==> src/rtl/fetch_pkg.sv <==
// Shared types and helpers for the instruction prefetch front-end.
// Latency: none (types and a combinational decode helper only).
// Backpressure: not applicable.
package fetch_pkg;

    localparam int HW_BYTES = 2;

    typedef enum logic [1:0] {
        IDLE    = 2'd0,
        REQ     = 2'd1,
        DISCARD = 2'd2
    } fetch_state_t;

    // A Thumb halfword opens a 32-bit instruction when its top five bits are 11101, 11110 or 11111
    function automatic logic is_thumb32(input logic [15:0] hw);
        logic [4:0] op;
        logic       unused_low;
        op         = hw[15:11];
        unused_low = ^hw[10:0];
        return (op == 5'b11101) || (op == 5'b11110) || (op == 5'b11111);
    endfunction

endpackage

==> src/rtl/inst_prefetch_unit_if.sv <==
// ROM read, decode delivery and branch redirect signals of the prefetch unit.
// Latency: none (wiring only).
// Backpressure: rom_req held until rom_ack; inst_valid held until inst_ready.
interface inst_prefetch_unit_if #(
    parameter int ADDR_W = 16
);
    logic              rom_req;
    logic [ADDR_W-1:0] rom_addr;
    logic              rom_ack;
    logic [31:0]       rom_rdata;
    logic              inst_valid;
    logic              inst_ready;
    logic [31:0]       inst_data;
    logic              inst_is32;
    logic [ADDR_W-1:0] inst_pc;
    logic              branch_valid;
    logic [ADDR_W-1:0] branch_target;

    // Prefetch unit side
    modport master (
        output rom_req, rom_addr, inst_valid, inst_data, inst_is32, inst_pc,
        input  rom_ack, rom_rdata, inst_ready, branch_valid, branch_target
    );

    // ROM, decode and branch unit side
    modport slave (
        input  rom_req, rom_addr, inst_valid, inst_data, inst_is32, inst_pc,
        output rom_ack, rom_rdata, inst_ready, branch_valid, branch_target
    );
endinterface

==> src/rtl/halfword_fifo.sv <==
// Circular halfword queue taking up to two pushes and two pops per cycle.
// Latency: pushed entries are visible at the head one cycle later.
// Backpressure: none internally; the writer only pushes when two slots are free.
module halfword_fifo #(
    parameter int DEPTH = 4
) (
    input  logic                   clk,
    input  logic                   rst,
    input  logic                   flush,
    input  logic                   push0,
    input  logic [15:0]            push0_dat,
    input  logic                   push1,
    input  logic [15:0]            push1_dat,
    input  logic [1:0]             pop_n,
    output logic [15:0]            head0,
    output logic [15:0]            head1,
    output logic [$clog2(DEPTH):0] count
);
    localparam int PW = $clog2(DEPTH);
    localparam int CW = PW + 1;

    logic [15:0]   mem [DEPTH];
    logic [PW-1:0] rd_ptr;
    logic [PW-1:0] wr_ptr;
    logic [1:0]    push_n;

    // push1 is only ever raised together with push0, so entries stay contiguous
    assign push_n = {1'b0, push0} + {1'b0, push1};
    assign head0  = mem[rd_ptr];
    assign head1  = mem[rd_ptr + PW'(1)];

    // Pointers wrap naturally because DEPTH is a power of two; flush wins over push/pop
    always_ff @(posedge clk or negedge rst) begin
        if (!rst) begin
            rd_ptr <= '0;
            wr_ptr <= '0;
            count  <= '0;
        end else if (flush) begin
            rd_ptr <= '0;
            wr_ptr <= '0;
            count  <= '0;
        end else begin
            rd_ptr <= rd_ptr + PW'(pop_n);
            wr_ptr <= wr_ptr + PW'(push_n);
            count  <= count + CW'(push_n) - CW'(pop_n);
        end
    end

    // Storage write: first pushed halfword at wr_ptr, second just after it
    always_ff @(posedge clk or negedge rst) begin
        if (!rst) begin
            for (int i = 0; i < DEPTH; i++) mem[i] <= '0;
        end else if (!flush) begin
            if (push0) mem[wr_ptr] <= push0_dat;
            if (push1) mem[wr_ptr + PW'(1)] <= push1_dat;
        end
    end
endmodule

==> src/rtl/inst_prefetch_unit.sv <==
// Decoupled Thumb fetch: word reads from ROM, halfword queue, whole instructions to decode; PREFETCH_STATS_EN adds fetch/discard counters.
// Latency: ack to 16-bit inst_valid 1 cycle; branch to first rom_req 2 cycles.
// Backpressure: stops requesting below 2 free slots; inst_valid held until inst_ready.
module inst_prefetch_unit
    import fetch_pkg::*;
#(
    parameter int              ADDR_W   = 16,
    parameter int              DEPTH    = 4,
    parameter logic [ADDR_W-1:0] RESET_PC = '0
) (
    input  logic        clk,
    input  logic        rst,
`ifdef PREFETCH_STATS_EN
    output logic [31:0] stat_fetches,
    output logic [31:0] stat_discards,
`endif
    inst_prefetch_unit_if.master bus
);
    localparam int CW = $clog2(DEPTH) + 1;
    localparam logic [ADDR_W-1:0] RESET_FETCH = {RESET_PC[ADDR_W-1:2], 2'b00};
    localparam logic [ADDR_W-1:0] RESET_HEAD  = {RESET_PC[ADDR_W-1:1], 1'b0};

    fetch_state_t      state;
    fetch_state_t      state_nxt;
    logic [ADDR_W-1:0] fetch_pc;
    logic [ADDR_W-1:0] req_addr;
    logic [ADDR_W-1:0] head_pc;
    logic              skip_low;
    logic              start_req;
    logic              free_ok;
    logic              ack_take;
    logic              pop;
    logic [1:0]        pop_n;
    logic              head_is32;
    logic [15:0]       head0;
    logic [15:0]       head1;
    logic [CW-1:0]     count;
    logic              unused_tgt;

    assign unused_tgt = bus.branch_target[0];

    halfword_fifo #(.DEPTH(DEPTH)) u_fifo (
        .clk       (clk),
        .rst       (rst),
        .flush     (bus.branch_valid),
        .push0     (ack_take),
        .push0_dat (skip_low ? bus.rom_rdata[31:16] : bus.rom_rdata[15:0]),
        .push1     (ack_take && !skip_low),
        .push1_dat (bus.rom_rdata[31:16]),
        .pop_n     (pop_n),
        .head0     (head0),
        .head1     (head1),
        .count     (count)
    );

    // A request only starts with room for a full word, so the queue cannot overflow
    assign free_ok   = (CW'(DEPTH) - count) >= CW'(2);
    // Data returned in the same cycle as a branch belongs to the old stream
    assign ack_take  = (state == REQ) && bus.rom_ack && !bus.branch_valid;
    assign head_is32 = is_thumb32(head0);

    assign bus.inst_valid = head_is32 ? (count >= CW'(2)) : (count != '0);
    assign bus.inst_is32  = head_is32;
    assign bus.inst_data  = head_is32 ? {head0, head1} : {16'h0000, head0};
    assign bus.inst_pc    = head_pc;
    assign bus.rom_addr   = req_addr;

    // A redirect takes precedence over the decode handshake
    assign pop   = bus.inst_valid && bus.inst_ready && !bus.branch_valid;
    assign pop_n = pop ? (head_is32 ? 2'd2 : 2'd1) : 2'd0;

    // Fetch state register
    always_ff @(posedge clk or negedge rst) begin
        if (!rst) state <= IDLE;
        else      state <= state_nxt;
    end

    // Next-state and request strobe; an ack in DISCARD ends the stale read even if a new branch arrives
    always_comb begin
        state_nxt   = state;
        bus.rom_req = 1'b0;
        start_req   = 1'b0;
        case (state)
            IDLE: begin
                if (!bus.branch_valid && free_ok) begin
                    state_nxt = REQ;
                    start_req = 1'b1;
                end
            end
            REQ: begin
                bus.rom_req = 1'b1;
                if (bus.rom_ack)           state_nxt = IDLE;
                else if (bus.branch_valid) state_nxt = DISCARD;
            end
            DISCARD: begin
                bus.rom_req = 1'b1;
                if (bus.rom_ack) state_nxt = IDLE;
            end
            default: state_nxt = IDLE;
        endcase
    end

    // Request address is frozen for the life of a read, including while it is being discarded
    always_ff @(posedge clk or negedge rst) begin
        if (!rst)           req_addr <= RESET_FETCH;
        else if (start_req) req_addr <= fetch_pc;
    end

    // Fetch pointer and low-halfword skip for halfword-aligned targets
    always_ff @(posedge clk or negedge rst) begin
        if (!rst) begin
            fetch_pc <= RESET_FETCH;
            skip_low <= RESET_PC[1];
        end else if (bus.branch_valid) begin
            fetch_pc <= {bus.branch_target[ADDR_W-1:2], 2'b00};
            skip_low <= bus.branch_target[1];
        end else if (ack_take) begin
            fetch_pc <= fetch_pc + ADDR_W'(2 * HW_BYTES);
            skip_low <= 1'b0;
        end
    end

    // PC of the instruction at the queue head
    always_ff @(posedge clk or negedge rst) begin
        if (!rst)                  head_pc <= RESET_HEAD;
        else if (bus.branch_valid) head_pc <= {bus.branch_target[ADDR_W-1:1], 1'b0};
        else if (pop)              head_pc <= head_pc + (head_is32 ? ADDR_W'(2 * HW_BYTES) : ADDR_W'(HW_BYTES));
    end

`ifdef PREFETCH_STATS_EN
    logic [32:0] fetch_sum;
    logic [32:0] discard_sum;
    logic [2:0]  ack_drop;

    assign ack_drop    = (bus.rom_ack && ((state == DISCARD) || ((state == REQ) && bus.branch_valid))) ? 3'd2 : 3'd0;
    assign fetch_sum   = {1'b0, stat_fetches} + 33'(ack_take);
    assign discard_sum = {1'b0, stat_discards} + 33'(ack_drop) + (bus.branch_valid ? 33'(count) : 33'd0);

    // Saturating counters of accepted reads and halfwords thrown away
    always_ff @(posedge clk or negedge rst) begin
        if (!rst) begin
            stat_fetches  <= '0;
            stat_discards <= '0;
        end else begin
            stat_fetches  <= fetch_sum[32]   ? '1 : fetch_sum[31:0];
            stat_discards <= discard_sum[32] ? '1 : discard_sum[31:0];
        end
    end
`else
    // Statistics counters are not built in this configuration
`endif
endmodule

==> src/flat_wrapper.sv <==
// flat-port wrapper written by rule: the top's interface ports become plain ports
module inst_prefetch_unit_flat import fetch_pkg::*;
#(
    parameter int              ADDR_W   = 16,
    parameter int              DEPTH    = 4,
    parameter logic [ADDR_W-1:0] RESET_PC = '0
)
  (clk, rst, bus_rom_req, bus_rom_addr, bus_inst_valid, bus_inst_data, bus_inst_is32, bus_inst_pc, bus_rom_ack, bus_rom_rdata, bus_inst_ready, bus_branch_valid, bus_branch_target);
  inst_prefetch_unit_if #(.ADDR_W(ADDR_W)) bus_i ();
  input  logic clk;
  input  logic rst;
  output wire logic [$bits(bus_i.rom_req)-1:0] bus_rom_req;
  output wire logic [$bits(bus_i.rom_addr)-1:0] bus_rom_addr;
  output wire logic [$bits(bus_i.inst_valid)-1:0] bus_inst_valid;
  output wire logic [$bits(bus_i.inst_data)-1:0] bus_inst_data;
  output wire logic [$bits(bus_i.inst_is32)-1:0] bus_inst_is32;
  output wire logic [$bits(bus_i.inst_pc)-1:0] bus_inst_pc;
  input wire logic [$bits(bus_i.rom_ack)-1:0] bus_rom_ack;
  input wire logic [$bits(bus_i.rom_rdata)-1:0] bus_rom_rdata;
  input wire logic [$bits(bus_i.inst_ready)-1:0] bus_inst_ready;
  input wire logic [$bits(bus_i.branch_valid)-1:0] bus_branch_valid;
  input wire logic [$bits(bus_i.branch_target)-1:0] bus_branch_target;
  assign bus_rom_req = bus_i.rom_req;
  assign bus_rom_addr = bus_i.rom_addr;
  assign bus_inst_valid = bus_i.inst_valid;
  assign bus_inst_data = bus_i.inst_data;
  assign bus_inst_is32 = bus_i.inst_is32;
  assign bus_inst_pc = bus_i.inst_pc;
  assign bus_i.rom_ack = bus_rom_ack;
  assign bus_i.rom_rdata = bus_rom_rdata;
  assign bus_i.inst_ready = bus_inst_ready;
  assign bus_i.branch_valid = bus_branch_valid;
  assign bus_i.branch_target = bus_branch_target;
  inst_prefetch_unit #(.ADDR_W(ADDR_W), .DEPTH(DEPTH), .RESET_PC(RESET_PC)) u_core (.clk(clk), .rst(rst), .bus(bus_i));
endmodule
==> config.mk <==
export PLATFORM = sky130hd
export DESIGN_NAME = inst_prefetch_unit_flat
export DESIGN_NICKNAME = d
export VERILOG_FILES = /design/src/rtl/fetch_pkg.sv /design/src/rtl/inst_prefetch_unit_if.sv /design/src/rtl/halfword_fifo.sv /design/src/rtl/inst_prefetch_unit.sv /design/src/flat_wrapper.sv
export SDC_FILE = /design/constraint.sdc
export NUM_CORES = 1
export LEC_CHECK = 0
export CAP_MARGIN = 20
export CORE_MARGIN = 1
export CORE_UTILIZATION = 59
export DETAILED_ROUTE_END_ITERATION = 10
export HOLD_SLACK_MARGIN = 0.12
export MAX_ROUTING_LAYER = met4
export PLACE_DENSITY = 0.95
export SLEW_MARGIN = 40
export SYNTH_ARGS = -nofsm -noshare
export SYNTH_HDL_FRONTEND = slang
export SYNTH_SLANG_ARGS = --single-unit
==> constraint.sdc <==
create_clock -name clk -period 9.7 [get_ports clk]
set_input_delay 1.94 -clock clk [delete_from_list [all_inputs] [get_ports clk]]
set_output_delay 1.94 -clock clk [all_outputs]
set_load 0.1 [all_outputs]
==> out/results.txt, run 1 <==
Antenna Violating Nets Remaining -> 0
Clock skew -> 0.007640 ns
Setup CP Type -> reg -> out
Hold Slack -> 0.4796 ns
Synth Instances -> 836
Worst path arrival time -> 3.83 ns
Syn Area/Cell -> 8.962 um^2
Avg Vias per Cell -> 6.703
Final WL -> 21780 um
GP Congestion -> 0.8743
HP Class -> reg -> reg
Vias in the first global route -> 6842
Core ar. -> 12210 um^2
WL per Instance -> 19.93 um
DIE AREA -> 13150 um^2
First-pass GRT wire length -> 34530 um
1st-iter DRT viols -> 960
TritonCTS buffer count -> 17
RSZ-0062 raised after global routing -> no
Worst Setup EP -> bus_inst_data[5]
Largest family of logic cells by synthesized area -> compound AO/OA/AOI/OAI gates
Worst r2r path cells -> 11
Predominant post-synthesis flop cell -> dfrtp_1
Slew headroom -> 42.30%
Synth warn -> 0
Antenna diode count -> 0
Post-CTS Setup Inserts -> 0
Share of Yosys cell area claimed by the top area cell type -> 39.08%
Port Buffer Count -> 115
CTS Buffer Depth -> 2
Tmin final -> 5.773 ns
CP startpoint -> u_core.u_fifo.rd_ptr[1]
FF+latch count, synth -> 117
Post-Layout Cell Count -> 1093
Synth Area in Compound Gates -> 26.49%
Post-synthesis cell type count -> 64
GRT Total Usage -> 35.26%
Post-CTS Resized -> 0
Status -> finished, final reports clean
Most frequent cell after synthesis -> dfrtp_1
Total gr overflow -> 0
DRC -> 0
H-tree depth -> 4
Setup_tns -> 0 ns
Final Hold Fails -> 0
Reg2Reg Setup Slack -> 5.31 ns
Fmax -> 173.2 MHz
CP cell instances -> mux4_2 > nor2_4 > a21oi_4 > inv_2 > o311ai_0 > a22oi_1 > buf_2
Finish-stage setup viols -> 0
Actual slew at the worst max-slew pin -> 0.8655 ns
CTS tree -> done
CP max stage delay -> 0.75 ns
Sink Count -> 117
Final HPWL DP -> 13300 um
Mapped cell area -> 7492 um^2
Fin crit share -> 59.52%
I/O pins -> 120
Bufs and invs on worst path -> 2
Nets -> 981
Worst skew pair latency -> 0.42 ns
Worst Path Max Fanout -> 43
Seq/Total Area, Yosys -> 39.08%
Via count -> 7326
Synth area leaders -> dfrtp_1 (39%), nor2_1 (4.6%), mux2i_1 (4.0%)
Cells after DPL -> 1061
R2R Path Start -> u_core.u_fifo.rd_ptr[1]
Maximum Capacitance Violations -> 0
Number of synthesized flops with an enable pin -> 0
Most common library cells after synthesis -> dfrtp_1 (117), nor2_1 (92), o21ai_0 (53)
CP endpoint kind -> primary output
CTS Hold Bufs -> 0
Critical R2R Capture -> u_core.bus.inst_pc[11]
Startpoint Class -> register
Slowest CP cell -> dfrtp_4
Die width -> 114.7 um
Levels on crit path -> 7
Crit path required time -> 7.76 ns
Die height -> 114.7 um
Clock root buffer -> clkbuf_16
Initial antenna violation count -> 0
CTS clk-pin slew, worst paths -> 0.05 ns
Detailed-router iteration count before antenna repair -> 7
Adder-cell share of the synthesized area -> 2.973%
Xor/xnor cell area share of the yosys netlist -> 2.455%
CP delay by family, top -> buffers and inverters
Core Rows -> 40
Layout area overhead -> 20.01%
Post-synth ARST share -> 100.0%
Synth area leader -> dfrtp_1
Layout cells sized above 1 -> 15.89%
Synth Area in Simple Gates -> 15.73%
Slew Viols, Final -> 0
Starting Density -> 61.35%
Post-synthesis mux area share -> 8.066%
Largest net degree at the start of global routing -> 72
-- per-layer routing --
metal / track usage [%] / vias up / wire (um)
met5: - / - / 0
met4: 17.66 / 0 / 785
met3: 9.529 / 91 / 2420
met2: 54.38 / 497 / 10350
met1: 42.72 / 3480 / 8229
li1: - / 3258 / -
-- how the worst min path moves through the flow --
stage / start / endpoint / slack [ns] / cells past startpoint
global placement: u_core.u_fifo.mem[15] / u_core.u_fifo.mem[15] / 0.46 / 2
detailed placement: u_core.u_fifo.mem[7] / u_core.u_fifo.mem[7] / 0.47 / 2
CTS: u_core.u_fifo.mem[7] / u_core.u_fifo.mem[7] / 0.48 / 2
global route: u_core.u_fifo.mem[7] / u_core.u_fifo.mem[7] / 0.51 / 2
finish: u_core.u_fifo.mem[5] / u_core.u_fifo.mem[5] / 0.48 / 2
floorplan: u_core.u_fifo.mem[15] / u_core.u_fifo.mem[15] / 0.44 / 2
-- state kept, by name (all words and copies together) (netlist names), 2 cells and up --
register,flops
u_core.u_fifo.count,3
u_core.u_fifo.rd_ptr,2
u_core.state,2
u_core.bus.rom_addr,14
u_core.u_fifo.wr_ptr,2
u_core.bus.inst_pc,15
u_core.fetch_pc,14
u_core.u_fifo.mem,64
-- stage by stage --
stage          instance area, um^2  setup slack (ns)  util (%)
3_3_place_gp                  8656             3.664     70.88
6_report                      8991             3.927     73.63
2_1_floorplan                 7500             3.024         -
4_1_cts                       8985             3.820     73.58
5_1_grt                       8991             3.768     73.63
3_5_place_dp                  8351             4.277     68.38
-- layout make-up --
| class | count | area (um^2) |
|---|---|---|
| multi-input combinational | 627 | 4215 |
| fill | 821 | 3221 |
| sequential | 117 | 2934 |
| timing repair buffer | 125 | 907.1 |
| clock buffer | 20 | 456.7 |
| tap | 168 | 210.2 |
| clock inverter | 12 | 177.7 |
| inverter | 24 | 90.09 |
-- cell families after synthesis --
group | count (synthesis)
XOR/XNOR | 21
multiplexers | 53
AND/OR/NAND/NOR | 241
other | 1
flip-flops | 117
AO/OA/AOI/OAI | 293
buffers and inverters | 94
adder cells (fa/ha/maj) | 16
-- worst register-to-register path: stages (launching register included) --
cell and delay (ns):
dfrtp_4 0.75, mux4_2 0.66, nor2_4 0.29, a21oi_4 0.06, inv_2 0.60, ha_1 0.31, inv_1 0.06, fa_1 0.39
nand2b_1 0.16, a2111o_1 0.51, o21a_1 0.26, o31a_1 0.24
-- cells in the final DEF, fill, tap and decap left out, types with 5 or more instances in the layout --
master           Yosys  routed
xor2_1               7       7
ha_1                13      13
nand2b_1             6       6
mux2i_1             30      30
nor2b_1             19      19
nand3b_1            12      12
nor2_1              92      92
o311ai_0            12      12
xnor2_1             14      14
o31ai_1             13      13
inv_1               22      21
a22oi_1             11      11
buf_4                3      10
clkbuf_16            0      17
nand2_1             41      41
dfrtp_1            117     114
mux2_2              19      19
nor3_1              22      22
a211oi_1            32      32
o21ai_0             53      53
nand3_1             12      12
clkdlybuf4s50_1      0      50
a21oi_1             50      50
a211o_1             11      11
buf_2                6      64
a31oi_1              5       5
o22a_1              17      17
and2_1               5       5
nand4_1              7       7
and3_1               6       6
o21a_1              17      17
o22ai_1             46      46
Power of run 1 is left out: the tool's default activity adds up to more than one toggle a clock period on the data nets, which glitch-free logic cannot reach.
==> run 2, diff against run 1 <==
--- a/config.mk
+++ b/config.mk
@@ -7,11 +7,11 @@
 export LEC_CHECK = 0
 export CAP_MARGIN = 20
 export CORE_MARGIN = 1
-export CORE_UTILIZATION = 59
+export CORE_UTILIZATION = 49
 export DETAILED_ROUTE_END_ITERATION = 10
 export HOLD_SLACK_MARGIN = 0.12
 export MAX_ROUTING_LAYER = met4
-export PLACE_DENSITY = 0.95
+export PLACE_DENSITY = 0.87
 export SLEW_MARGIN = 40
 export SYNTH_ARGS = -nofsm -noshare
 export SYNTH_HDL_FRONTEND = slang
==> constraint.sdc (replaced) <==
create_clock -name clk -period 5.1 [get_ports clk]
set_input_delay 1.02 -clock clk [delete_from_list [all_inputs] [get_ports clk]]
set_output_delay 1.02 -clock clk [all_outputs]
set_load 0.1 [all_outputs]
==> run 2 against run 1 <==
The flow now finishes with violations (DRC). Sequential share of layout area fell by 0.33 points. Cell count rose by 2.0%. Clock skew fell by 0.0013 ns. Register-to-register slack got worse by 4.5 ns. Sequential cell count did not move. Via count fell by 3.1%. Non-clock buffer count rose by 6. First-iteration DRC count rose by 5.1%. Hold slack improved by 0.0025 ns. Design area rose by 0.95%. Setup slack got worse by 3.5 ns. Largest cell class unchanged.
==> out/results.txt, run 2 (synthesis gave the netlist of run 1 again) <==
Setup slack after layout -> 0.4363 ns (-3.490 ns)
Total gr overflow -> 0 (unchanged)
H-tree depth -> 4 (unchanged)
Antenna Violating Nets Remaining -> 0 (unchanged)
Setup_tns -> 0 ns (unchanged)
Most frequent cells in the layout -> dfrtp_1 (114), nor2_1 (92), o21ai_0 (53), a21oi_1 (50), clkdlybuf4s50_1 (50)
Nets -> 987 (+0.61%)
Reg2Reg Setup Slack -> 0.81 ns (-4.50 ns)
Initial antenna violation count -> 0 (unchanged)
Fmax -> 214.4 MHz
Final WL -> 21210 um (-2.6%)
CP max stage delay -> 0.75 ns (about the same)
Pre-CTS WS -> 0.8510 ns (-3.426 ns)
CTS Buffer Depth -> 2 (unchanged)
Commonest non-fill, non-tap cell in the layout -> dfrtp_1
Max FFs per register -> 64 (unchanged)
Actual slew at the worst max-slew pin -> 0.8630 ns (-0.002493 ns)
1st-iter DRT viols -> 1009 (+5.1%)
Post-Layout Cell Count -> 1115 (+2.0%)
Largest net degree at the start of global routing -> 87 (+21%)
Fin crit share -> 91.45%
Worst skew pair latency -> 0.42 ns (about the same)
Most flop-heavy register -> u_core.u_fifo.mem
Violated checks -> DRC
Slew Viols, Final -> 0 (unchanged)
Avg Vias per Cell -> 6.370 (-5.0%)
Endpoint, Worst Hold -> u_core.u_fifo.mem[8]
Fillers -> 1149 (+40%)
HP Class -> reg -> reg
Layout cells sized above 1 -> 16.22% (+0.33 points)
Core ar. -> 14700 um^2 (+20%)
Detailed-router iteration count before antenna repair -> 9 (+2)
Startpoint Class -> register
Worst Path Max Fanout -> 43 (unchanged)
Worst r2r path cells -> 11 (unchanged)
Tmin final -> 4.664 ns
GRT Total Usage -> 27.98% (-7.3 points)
R2R Path Start -> u_core.u_fifo.rd_ptr[1]
Register area -> 2932 um^2 (about the same)
Port Buffer Count -> 115 (unchanged)
CTS clk-pin slew, worst paths -> 0.06 ns (about the same)
Antenna diode count -> 0 (unchanged)
Slew headroom -> 42.33% (about the same)
CP endpoint kind -> primary output
Post-CTS Resized -> 0 (unchanged)
Hold path startpoint -> u_core.u_fifo.mem[8]
DRC -> 6 (+6)
I/O pins -> 120 (unchanged)
Worst path arrival time -> 3.64 ns (-0.19 ns)
CTS tree -> done
GP Congestion -> 0.8509 (-2.7%)
Clock root buffer -> clkbuf_16
WL per Instance -> 19.03 um (-4.5%)
Finish-stage setup viols -> 0 (unchanged)
Slowest CP cell -> dfrtp_2
TritonCTS buffer count -> 17 (unchanged)
Starting Density -> 50.97% (-10 points)
Multi-input logic area -> 4204 um^2 (-0.27%)
DIE AREA -> 15790 um^2 (+20%)
Final HPWL DP -> 13270 um (-0.18%)
Final Hold Fails -> 0 (unchanged)
Maximum Capacitance Violations -> 0 (unchanged)
Critical R2R Capture -> u_core.bus.inst_pc[9]
Clock skew -> 0.006307 ns (-0.001333 ns)
RSZ-0062 raised after global routing -> no
Die width -> 125.7 um (+9.6%)
Die height -> 125.7 um (+9.6%)
Via count -> 7102 (-3.1%)
CP cell instances -> mux4_2 > nor2_4 > a21oi_4 > inv_2 > o311ai_0 > a22oi_1 > buf_4
Post-CTS Setup Inserts -> 0 (unchanged)
Crit path required time -> 4.08 ns (-3.68 ns)
Hold path cells -> 2 (unchanged)
Layout area overhead -> 21.14%
First-pass GRT wire length -> 33910 um (-1.8%)
Sink Count -> 117 (unchanged)
Status -> finished with violations
Core Rows -> 44 (+10%)
Final Util -> 61.75% (-12 points)
Vias in the first global route -> 6600 (-3.5%)
Setup CP Type -> reg -> out
Cells after DPL -> 1082 (+2.0%)
CTS Hold Bufs -> 0 (unchanged)
[run 2: final cells by class]
| class | count | area share (%) |
|---|---|---|
| Timing Repair Buffer | 131 | 11.39 |
| Clock inverter | 12 | 1.434 |
| Multi-Input combinational cell | 627 | 46.32 |
| Clock buffer | 20 | 5.032 |
| Sequential cell | 117 | 32.30 |
| Tap cell | 184 | 2.537 |
| Inverter | 24 | 0.9926 |
[run 2: metrics by stage]
| step | cell area [um^2] | hold slack (ns) |
|---|---|---|
| CTS | 9054 | 0.4833 |
| global placement | 8640 | 0.4625 |
| floorplan | 7500 | 0.4444 |
| detailed placement | 8467 | 0.4705 |
| finish | 9076 | 0.4821 |
| global route | 9076 | 0.5073 |
[run 2: metal layers]
layer	GRT usage (%)	wire length, um	vias up	part of all wire [%]
met4	9.684	412	0	1.9
met1	37.19	9149	3443	43
met2	42.91	10120	360	48
li1	-	-	3260	-
met5	-	0	-	0
met3	5.353	1536	39	7.2
[run 2: worst max-delay path, delay by kind of cell (launching register included)]
family	cells	cell delay, ns
mux	1	0.64
compound gates	3	0.64
buf+inv	2	0.92
simple gates	1	0.25
flops	1	0.75
[run 2: worst max-delay path by stage]
stage,from,to,slack (ns),depth (start not counted)
finish,u_core.u_fifo.rd_ptr[1],bus_inst_data[5],0.44,7
detailed placement,u_core.u_fifo.rd_ptr[1],u_core.bus.inst_pc[9],0.85,11
CTS,u_core.u_fifo.rd_ptr[1],bus_inst_data[5],0.51,7
floorplan,u_core.u_fifo.rd_ptr[1],bus_inst_data[13],-0.66,7
global placement,u_core.u_fifo.rd_ptr[1],u_core.bus.inst_pc[13],0.94,11
global route,u_core.u_fifo.rd_ptr[1],bus_inst_data[0],0.28,7
Power of run 2 is left out for the same reason.
==> run 3, diff against run 2 <==
--- a/config.mk
+++ b/config.mk
@@ -6,8 +6,10 @@
 export NUM_CORES = 1
 export LEC_CHECK = 0
 export CAP_MARGIN = 20
+export CELL_PAD_IN_SITES_DETAIL_PLACEMENT = 0
+export CELL_PAD_IN_SITES_GLOBAL_PLACEMENT = 1
 export CORE_MARGIN = 1
-export CORE_UTILIZATION = 49
+export CORE_UTILIZATION = 37
 export DETAILED_ROUTE_END_ITERATION = 10
 export HOLD_SLACK_MARGIN = 0.12
 export MAX_ROUTING_LAYER = met4
==> run 3 against run 2 <==
The run now ends clean. First-iteration DRC count shrank 43%. Largest cell class unchanged. Highest routed layer unchanged. Sequential share of layout area decreased by 1.0 points. Critical path depth increased by 1.
==> out/results.txt, run 3 (synthesis gave the netlist of run 1 again) <==
Final Hold Fails -> 0 (unchanged)
Post-CTS Setup Inserts -> 0 (unchanged)
H-tree depth -> 4 (unchanged)
Startpoint Class -> register
Die height -> 144.3 um (+15%)
CTS Hold Bufs -> 0 (unchanged)
Detailed-router iteration count before antenna repair -> 6 (-3)
Hold path cells -> 2 (unchanged)
Core Rows -> 51 (+16%)
R2R Path Start -> u_core.u_fifo.rd_ptr[1]
1st-iter DRT viols -> 579 (-43%)
Avg Vias per Cell -> 5.717 (-10%)
Slew Viols, Final -> 0 (unchanged)
Fin crit share -> 90.03% (-1.4 points)
Fmax -> 217.8 MHz (+1.6%)
Port Buffer Count -> 115 (unchanged)
Antenna diode count -> 0 (unchanged)
Top sig layer -> met4
Status -> finished, final reports clean
Met3 WL -> 1182 um (-23%)
Vias in the first global route -> 6121 (-7.3%)
Crit path required time -> 4.08 ns (about the same)
Clock root buffer -> clkbuf_16
Final HPWL DP -> 13920 um (+4.9%)
Bufs and invs on worst path -> 3 (+1)
Pre-CTS WS -> 0.9412 ns (+0.09014 ns)
Via count -> 6832 (-3.8%)
Worst r2r path cells -> 12 (+1)
Routed met1 length -> 9901 um (+8.2%)
CP max stage delay -> 0.58 ns (-0.17 ns)
Critical R2R Capture -> u_core.bus.inst_pc[13]
CP delay by family, top -> buffers and inverters
Clock skew -> 0.008134 ns (+0.001827 ns)
Tmin final -> 4.591 ns (-0.07229 ns)
Setup_tns -> 0 ns (unchanged)
Most flop-heavy register -> u_core.u_fifo.mem
GP Congestion -> 0.7850 (-7.7%)
CTS tree -> done
Die width -> 144.3 um (+15%)
Largest net degree at the start of global routing -> 66 (-24%)
CP endpoint kind -> primary output
Starting Density -> 38.12% (-13 points)
Actual slew at the worst max-slew pin -> 0.8177 ns (-0.04530 ns)
Endpoint, Worst Hold -> u_core.u_fifo.mem[8]
Worst path arrival time -> 3.57 ns (-0.07 ns)
First-pass GRT wire length -> 33280 um (-1.9%)
Metal2 WL -> 9765 um (-3.5%)
Reg2Reg Setup Slack -> 0.95 ns (+0.14 ns)
CTS Buffer Depth -> 2 (unchanged)
TritonCTS buffer count -> 17 (unchanged)
DRC -> 0 (-6)
Commonest non-fill, non-tap cell in the layout -> dfrtp_1
Hold Slack -> 0.4818 ns (-0.0003020 ns)
Layout area overhead -> 25.12%
Nets -> 986 (-0.10%)
Layout cells sized above 1 -> 16.34% (+0.12 points)
Setup slack after layout -> 0.5086 ns (+0.07229 ns)
Hold path startpoint -> u_core.u_fifo.mem[8]
Most frequent cells in the layout -> dfrtp_1 (114), nor2_1 (92), o21ai_0 (53), a21oi_1 (50), clkdlybuf4s50_1 (50)
Core ar. -> 19650 um^2 (+34%)
Total gr overflow -> 0 (unchanged)
Antenna Violating Nets Remaining -> 0 (unchanged)
Worst Path Max Fanout -> 43 (unchanged)
GRT Total Usage -> 21.52% (-6.5 points)
Worst skew pair latency -> 0.42 ns (about the same)
Final Util -> 47.70% (-14 points)
I/O pins -> 120 (unchanged)
RSZ-0062 raised after global routing -> no
Sink Count -> 117 (unchanged)
Max FFs per register -> 64 (unchanged)
Slowest CP cell -> inv_2
WL per Instance -> 17.68 um (-7.1%)
Slew headroom -> 45.36% (+3.0 points)
HP Class -> reg -> reg
CTS clk-pin slew, worst paths -> 0.06 ns (about the same)
CP cell instances -> buf_4 > and3b_1 > o211ai_4 > a21oi_4 > inv_2 > o32ai_1 > a211oi_1 > buf_12
Post-CTS Resized -> 0 (unchanged)
Final WL -> 21130 um (-0.39%)
DIE AREA -> 20820 um^2 (+32%)
Maximum Capacitance Violations -> 0 (unchanged)
Finish-stage setup viols -> 0 (unchanged)
Initial antenna violation count -> 0 (unchanged)
Setup CP Type -> reg -> out
## run 3: changes by cell type in the layout (fill, tap and decap cells not counted), sizes merged
cell / delta
bufinv: +1
inv: +6
clkbuf: -3
clkinvlp: -4
buf: -1
## run 3: area by class of cell
class,instances,area [um^2]
fillers,1915,10280
inverters,24,90.09
clock buffers,17,425.4
well taps,265,331.6
multi-input cells,627,4205
flip-flops and latches,117,2934
clock inverters,15,195.2
repair buffers,130,1192
## run 3: worst max path at each step
stage / start / endpoint / slack (ns) / cells after the start
5_1_grt: u_core.u_fifo.rd_ptr[1] / bus_inst_data[15] / 0.26 / 8
3_3_place_gp: u_core.u_fifo.rd_ptr[1] / bus_inst_data[15] / 0.96 / 8
6_report: u_core.u_fifo.rd_ptr[1] / bus_inst_data[15] / 0.51 / 8
4_1_cts: u_core.u_fifo.rd_ptr[1] / bus_inst_data[15] / 0.46 / 8
3_5_place_dp: u_core.u_fifo.rd_ptr[1] / u_core.bus.inst_pc[13] / 0.94 / 12
2_1_floorplan: u_core.u_fifo.rd_ptr[1] / bus_inst_data[13] / -0.66 / 7
## run 3: layer usage
metal | up-vias | track usage (%)
li1 | 3275 | -
met4 | 0 | 6.925
met3 | 22 | 3.377
met2 | 202 | 32.41
met1 | 3333 | 29.48
met5 | - | -
## run 3: tightest hold or removal path, cell delays in order, from the launching register on
cell and delay [ns]:
dfrtp_1 0.34, nand2_1 0.05, o21ai_0 0.06
## run 3: stage by stage
step | instances | area [um^2]
after floorplan | 838 | 7500
after global placement | 1163 | 8889
after detailed placement | 1163 | 8746
after CTS | 1195 | 9366
after global routing | 1195 | 9374
final | 1195 | 9374
Power of run 3 is left out for the same reason.
